$ cat src/rtl/io_frame_adapter_if.sv
// rtl/io_frame_adapter_if.sv - stream, core and status signals of the frame adapter
interface io_frame_adapter_if #(
    parameter int DATA_W    = 64,
    parameter int IN_BEATS  = 12,
    parameter int OUT_BEATS = 8,
    parameter int CNT_W     = 16
);
    logic                          i_in_valid;
    logic                          o_in_ready;
    logic [DATA_W-1:0]             i_in_data;
    logic                          o_core_start;
    logic [IN_BEATS*DATA_W-1:0]    o_core_data;
    logic                          i_core_done;
    logic [OUT_BEATS*DATA_W-1:0]   i_core_result;
    logic                          o_out_valid;
    logic                          i_out_ready;
    logic [DATA_W-1:0]             o_out_data;
    logic                          o_busy;
    logic [CNT_W-1:0]              o_frame_cnt;

    modport slave (
        input  i_in_valid, i_in_data, i_core_done, i_core_result, i_out_ready,
        output o_in_ready, o_core_start, o_core_data, o_out_valid, o_out_data,
               o_busy, o_frame_cnt
    );

    modport master (
        output i_in_valid, i_in_data, i_core_done, i_core_result, i_out_ready,
        input  o_in_ready, o_core_start, o_core_data, o_out_valid, o_out_data,
               o_busy, o_frame_cnt
    );
endinterface

$ cat src/rtl/io_frame_adapter.sv
// rtl/io_frame_adapter.sv - gathers input beats into a core operand frame and serializes the core result
module io_frame_adapter #(
    parameter int DATA_W    = 64,
    parameter int IN_BEATS  = 12,
    parameter int OUT_BEATS = 8,
    parameter int MSB_FIRST = 1,
    parameter int CNT_W     = 16
) (
    input  logic              i_clk,
    input  logic              i_rst,
    io_frame_adapter_if.slave bus
);
    localparam int IN_CW  = (IN_BEATS  > 1) ? $clog2(IN_BEATS)  : 1;
    localparam int OUT_CW = (OUT_BEATS > 1) ? $clog2(OUT_BEATS) : 1;
    localparam logic [IN_CW-1:0]  IN_LAST  = IN_CW'(IN_BEATS - 1);
    localparam logic [OUT_CW-1:0] OUT_LAST = OUT_CW'(OUT_BEATS - 1);

    typedef enum logic [1:0] {S_IN, S_CORE, S_OUT} state_e;

    state_e              state_q, state_d;
    logic [IN_CW-1:0]    in_cnt_q, in_cnt_d;
    logic [OUT_CW-1:0]   out_cnt_q, out_cnt_d;
    logic [DATA_W-1:0]   core_q [IN_BEATS];
    logic [DATA_W-1:0]   core_d [IN_BEATS];
    logic [DATA_W-1:0]   obuf_q [OUT_BEATS];
    logic [DATA_W-1:0]   obuf_d [OUT_BEATS];
    logic [DATA_W-1:0]   res_slice [OUT_BEATS];
    logic                in_ready_q, in_ready_d;
    logic                start_q, start_d;
    logic                out_valid_q, out_valid_d;
    logic                busy_q, busy_d;
    logic [CNT_W-1:0]    frame_cnt_q, frame_cnt_d;
    logic [IN_CW-1:0]    in_slot;
    logic [OUT_CW-1:0]   out_slot;
    logic                in_fire;
    logic                out_fire;

    // Beat order onto slices: MSB_FIRST walks the frame from the top slice down.
    assign in_slot  = (MSB_FIRST != 0) ? (IN_LAST - in_cnt_q)   : in_cnt_q;
    assign out_slot = (MSB_FIRST != 0) ? (OUT_LAST - out_cnt_q) : out_cnt_q;
    assign in_fire  = bus.i_in_valid && in_ready_q;
    assign out_fire = out_valid_q && bus.i_out_ready;

    for (genvar g = 0; g < OUT_BEATS; g++) begin : g_res
        assign res_slice[g] = bus.i_core_result[g*DATA_W +: DATA_W];
    end

    for (genvar g = 0; g < IN_BEATS; g++) begin : g_core
        assign bus.o_core_data[g*DATA_W +: DATA_W] = core_q[g];
    end

    always_comb begin
        state_d     = state_q;
        in_cnt_d    = in_cnt_q;
        out_cnt_d   = out_cnt_q;
        core_d      = core_q;
        obuf_d      = obuf_q;
        frame_cnt_d = frame_cnt_q;
        start_d     = 1'b0;
        case (state_q)
            S_IN: begin
                if (in_fire) begin
                    core_d[in_slot] = bus.i_in_data;
                    if (in_cnt_q == IN_LAST) begin
                        in_cnt_d = '0;
                        state_d  = S_CORE;
                        start_d  = 1'b1;
                    end else begin
                        in_cnt_d = in_cnt_q + 1'b1;
                    end
                end
            end
            S_CORE: begin
                if (bus.i_core_done) begin
                    obuf_d  = res_slice;
                    state_d = S_OUT;
                end
            end
            S_OUT: begin
                if (out_fire) begin
                    if (out_cnt_q == OUT_LAST) begin
                        out_cnt_d   = '0;
                        frame_cnt_d = frame_cnt_q + 1'b1;
                        state_d     = S_IN;
                    end else begin
                        out_cnt_d = out_cnt_q + 1'b1;
                    end
                end
            end
            default: state_d = S_IN;
        endcase
        // Status flags are registered copies of the next state so every output leaves a flop.
        in_ready_d  = (state_d == S_IN);
        out_valid_d = (state_d == S_OUT);
        busy_d      = (state_d != S_IN);
    end

    always_ff @(posedge i_clk) begin
        if (i_rst) begin
            state_q     <= S_IN;
            in_cnt_q    <= '0;
            out_cnt_q   <= '0;
            core_q      <= '{default: '0};
            obuf_q      <= '{default: '0};
            in_ready_q  <= 1'b0;
            start_q     <= 1'b0;
            out_valid_q <= 1'b0;
            busy_q      <= 1'b0;
            frame_cnt_q <= '0;
        end else begin
            state_q     <= state_d;
            in_cnt_q    <= in_cnt_d;
            out_cnt_q   <= out_cnt_d;
            core_q      <= core_d;
            obuf_q      <= obuf_d;
            in_ready_q  <= in_ready_d;
            start_q     <= start_d;
            out_valid_q <= out_valid_d;
            busy_q      <= busy_d;
            frame_cnt_q <= frame_cnt_d;
        end
    end

    assign bus.o_in_ready   = in_ready_q;
    assign bus.o_core_start = start_q;
    assign bus.o_out_valid  = out_valid_q;
    assign bus.o_busy       = busy_q;
    assign bus.o_frame_cnt  = frame_cnt_q;
    assign bus.o_out_data   = obuf_q[out_slot];
endmodule

$ cat src/flat_wrapper.sv
// flat-port wrapper written by rule: the top's interface ports become plain ports
module io_frame_adapter_flat 
#(
    parameter int DATA_W    = 64,
    parameter int IN_BEATS  = 12,
    parameter int OUT_BEATS = 8,
    parameter int MSB_FIRST = 1,
    parameter int CNT_W     = 16
)
  (i_clk, i_rst, bus_i_in_valid, bus_i_in_data, bus_i_core_done, bus_i_core_result, bus_i_out_ready, bus_o_in_ready, bus_o_core_start, bus_o_core_data, bus_o_out_valid, bus_o_out_data, bus_o_busy, bus_o_frame_cnt);
  io_frame_adapter_if #(.DATA_W(DATA_W), .IN_BEATS(IN_BEATS), .OUT_BEATS(OUT_BEATS), .CNT_W(CNT_W)) bus_i ();
  input  logic i_clk;
  input  logic i_rst;
  input wire logic [$bits(bus_i.i_in_valid)-1:0] bus_i_in_valid;
  input wire logic [$bits(bus_i.i_in_data)-1:0] bus_i_in_data;
  input wire logic [$bits(bus_i.i_core_done)-1:0] bus_i_core_done;
  input wire logic [$bits(bus_i.i_core_result)-1:0] bus_i_core_result;
  input wire logic [$bits(bus_i.i_out_ready)-1:0] bus_i_out_ready;
  output wire logic [$bits(bus_i.o_in_ready)-1:0] bus_o_in_ready;
  output wire logic [$bits(bus_i.o_core_start)-1:0] bus_o_core_start;
  output wire logic [$bits(bus_i.o_core_data)-1:0] bus_o_core_data;
  output wire logic [$bits(bus_i.o_out_valid)-1:0] bus_o_out_valid;
  output wire logic [$bits(bus_i.o_out_data)-1:0] bus_o_out_data;
  output wire logic [$bits(bus_i.o_busy)-1:0] bus_o_busy;
  output wire logic [$bits(bus_i.o_frame_cnt)-1:0] bus_o_frame_cnt;
  assign bus_i.i_in_valid = bus_i_in_valid;
  assign bus_i.i_in_data = bus_i_in_data;
  assign bus_i.i_core_done = bus_i_core_done;
  assign bus_i.i_core_result = bus_i_core_result;
  assign bus_i.i_out_ready = bus_i_out_ready;
  assign bus_o_in_ready = bus_i.o_in_ready;
  assign bus_o_core_start = bus_i.o_core_start;
  assign bus_o_core_data = bus_i.o_core_data;
  assign bus_o_out_valid = bus_i.o_out_valid;
  assign bus_o_out_data = bus_i.o_out_data;
  assign bus_o_busy = bus_i.o_busy;
  assign bus_o_frame_cnt = bus_i.o_frame_cnt;
  io_frame_adapter #(.DATA_W(DATA_W), .IN_BEATS(IN_BEATS), .OUT_BEATS(OUT_BEATS), .MSB_FIRST(MSB_FIRST), .CNT_W(CNT_W)) u_core (.i_clk(i_clk), .i_rst(i_rst), .bus(bus_i));
endmodule
$ cat config.mk
export PLATFORM = sky130hd
export DESIGN_NAME = io_frame_adapter_flat
export DESIGN_NICKNAME = d
export VERILOG_FILES = /design/src/rtl/io_frame_adapter_if.sv /design/src/rtl/io_frame_adapter.sv /design/src/flat_wrapper.sv
export SDC_FILE = /design/constraint.sdc
export NUM_CORES = 2
export LEC_CHECK = 0
export ABC_AREA = 0
export CAP_MARGIN = 20
export CORE_AREA = 2 2 564 566
export CTS_BUF_LIST = sky130_fd_sc_hd__clkbuf_2
export CTS_CLUSTER_DIAMETER = 200
export DETAILED_ROUTE_END_ITERATION = 16
export DIE_AREA = 0 0 566 568
export PLACE_DENSITY = 0.37
export SLEW_MARGIN = 20
export SYNTH_ARGS = -nofsm -noshare
export SYNTH_HDL_FRONTEND = slang
export SYNTH_SLANG_ARGS = --single-unit
$ cat constraint.sdc
create_clock -name i_clk -period 2.8 [get_ports i_clk]
set_input_delay 0.56 -clock i_clk [delete_from_list [all_inputs] [get_ports i_clk]]
set_output_delay 0.56 -clock i_clk [all_outputs]
set_load 0.05 [all_outputs]
==> metrics <==
Vias per Instance 4.09; highest-count cells in the layout ignoring fill and taps 2,571 x nand2_1, 1,721 x dlygate4sd3_1, 1,299 x a21oi_1, 734 x dfxtp_2, 592 x buf_8; RSZ-0062 raised after global routing true; final hold viol count 0; CP Class reg2out; final setup vio count 175; die height 568 µm; CP required 2.24 ns; drt first pass iters 5; Seq/Total Area, Yosys 53.7%; Initial Utilization 15.4%; nets@finish 10,101; synth unique cells 35; violated checks setup timing; leak pwr 35.2 nW; HPWL Detailed 211,000 µm; period utilization 146%; Syn-to-layout area delta 102%; Tightest Pin Transition 0.890 ns; number of max-cap violations 0; Clock Power Share 39.8%; count of pins over their slew limit 0; Peak Freq 245 MHz; Port Buffers 1,432; Initial DRC Count 3,420; #FFs+latches synth 1,309; Arr. time, crit path 3.52 ns; post-place setup slack -0.0160 ns; Sum Neg Setup Slack -76.28 ns; Slew headroom 40.5%; finished layout cell area 0.0986 mm²; Sink Count 1,309; Netlist Area Pre-Place 0.0488 mm²; routed vias 57,129; I/O Pins 1,433; Worst Hold Class in2reg; non-filler cells, final 13,979; CTS tree yes; largest net degree at the start of global routing 145; Sw Pwr 11.4 mW; Startpoint Class flop; Seq pwr share 49.5%; antenna violations before repair 46; routed len/inst 22.2 µm; VDD IR-drop max 0.000306 V; global-route wire length before repair 431,000 µm; Total Power 37.7 mW; core region area 0.316 mm²; Placement Cell Area 0.0695 mm²; Tmin final 4.08 ns; worst skew pair latency 1.77 ns; syn avg cell area 8.12 µm²; total track usage 18.3%; die width 566 µm; Internal Power 26.4 mW; Total Die Area 0.321 mm²; share of cells above drive strength 1 30.1%; CTS root buf clkbuf_2; top fanout value on the critical path 8; synth warn 0; placed cells 11,394; part of the power in combinational logic 10.7%; CP endpoint kind output port; Total Wirelength 310,000 µm; Net Sw Frac 30.1%; status finished with violations; CTS buffer count 386; # rows 207; Longest Clk Path Bufs 4; H-tree levels 5; GRT overflow 0; Synth Instances 6,009; number of global-route vias before repair 58,635; DRC viols 0; clk_skew 0.250 ns; Worst-path clk slew 0.09 ns; antenna-violating nets left 0; power density over cell area 383 mW/mm²; GPL Wtd Cong 0.848; leading cell type in the layout, fill and taps excluded nand2_1; Syn Nets 6,597; final worst slack -1.28 ns
-- area by class of cell --
class | instances | area, µm²
Fill cell | 33103 | 218000
Timing Repair Buffer | 3641 | 41800
Sequential cell | 1309 | 27300
Multi-Input combinational cell | 4169 | 20900
Tap cell | 4180 | 5230
Clock buffer | 551 | 2760
Clock inverter | 94 | 597
Antenna cell | 29 | 72.6
Inverter | 6 | 22.5
-- Yosys cell counts, drive strengths merged --
| cell type | instances | share of area [%] |
|---|---|---|
| nand2 | 2571 | 20 |
| dfxtp | 1309 | 54 |
| a21oi | 1299 | 13 |
| clkbuf | 386 | 3.0 |
| buf | 139 | 1.4 |
| mux4 | 128 | 5.9 |
| mux2 | 64 | 1.5 |
| nand3 | 19 | 0.23 |
| nor2 | 19 | 0.15 |
| and3 | 13 | 0.17 |
| ha | 7 | 0.18 |
| inv | 6 | 0.046 |
| o21ai | 5 | 0.051 |
| o31ai | 5 | 0.077 |
| or4 | 5 | 0.077 |
| nand4 | 4 | 0.051 |
| xnor2 | 4 | 0.072 |
| xor2 | 4 | 0.072 |
| or3 | 3 | 0.038 |
| and4 | 2 | 0.036 |
| nor2b | 2 | 0.026 |
| nor3 | 2 | 0.021 |
| nor4 | 2 | 0.026 |
| or2 | 2 | 0.026 |
| a211oi | 1 | 0.015 |
| a21boi | 1 | 0.015 |
| a31oi | 1 | 0.013 |
| and4b | 1 | 0.021 |
| and4bb | 1 | 0.026 |
| nand2b | 1 | 0.013 |
| nand3b | 1 | 0.015 |
| nand4b | 1 | 0.049 |
| nor4b | 1 | 0.018 |
-- critical path: stages (launching register included) --
cell	delay, ns
dfxtp_4	0.38
buf_16	0.14
buf_16	0.18
buf_16	0.16
mux4_2	0.59
mux2_4	0.32
buf_6	0.16
-- metal layers --
metal | part of all wire (%) | vias to the layer above | track usage [%]
met5 | 0.033 | - | 0
met4 | 3.6 | 14 | 6.36
met3 | 8.3 | 511 | 6.13
met2 | 49 | 2020 | 31.7
met1 | 40 | 27687 | 21.0
li1 | - | 26897 | -
-- stage by stage --
stage	utilization [%]	hold WS (ns)
2_1_floorplan	-	0.433
3_3_place_gp	22.0	0.439
3_5_place_dp	22.0	0.444
4_1_cts	30.3	0.0228
5_1_grt	31.2	0.0395
6_report	31.2	0.358
-- cell families (layout without fill, tap and decap cells) --
| kind of cell | Yosys count | after routing | synth area share (%) |
|---|---|---|---|
| xor+xnor | 8 | 8 | 0.144 |
| fa+ha+maj | 7 | 7 | 0.179 |
| compound gates | 1312 | 1312 | 13.5 |
| flops | 1309 | 1309 | 53.7 |
| buf+inv | 531 | 4292 | 4.38 |
| other cells | 0 | 29 | 0 |
| mux | 192 | 192 | 7.38 |
| simple gates | 2650 | 2650 | 20.7 |
-- flip-flops by register name (all words and copies together) (netlist names) --
register,count
u_core.bus.o_core_start,1
u_core.bus.o_frame_cnt,16
u_core.bus.o_busy,1
u_core.obuf_q,512
u_core.bus.o_core_data,768
u_core.in_cnt_q,4
u_core.bus.o_in_ready,1
u_core.out_cnt_q,3
u_core.bus.o_out_valid,1
u_core.state_q,2
-- power by group through the flow --
stage	logic (mW)	clock network (mW)	registers [mW]
floorplan	0.524	0	19.4
global placement	2.59	0	19.1
detailed placement	2.58	0	19.1
CTS	4.02	15.7	18.7
global route	4.23	16.8	18.7
finish	4.05	15.0	18.7
-- final timing paths --
path	from	endpoint	slack, ns	cells past startpoint
worst max-delay path	u_core.out_cnt_q[1]$_SDFFE_PP0P_	bus_o_out_data[16]	-1.28	6
worst min register to register	u_core.obuf_q[454]$_SDFFE_PP0P_	u_core.obuf_q[454]$_SDFFE_PP0P_	0.46	2
worst max register to register	u_core.state_q[1]$_SDFF_PP0_	u_core.obuf_q[496]$_SDFFE_PP0P_	0.14	9
worst min-delay path	bus_i_in_data[39]	u_core.bus.o_core_data[679]$_SDFFE_PP0P_	0.36	5
-- timing repair --
action | in CTS | in global routing
resized for setup | 6091 | 1235
gates cloned | 5 | 10
hold endpoints to repair | 1309 | 0
setup buffers | 70 | 105
hold buffers | 1726 | 0
pin swaps | 0 | 1
setup endpoints to repair | 852 | 932
(Power assumes the default switching activity.)
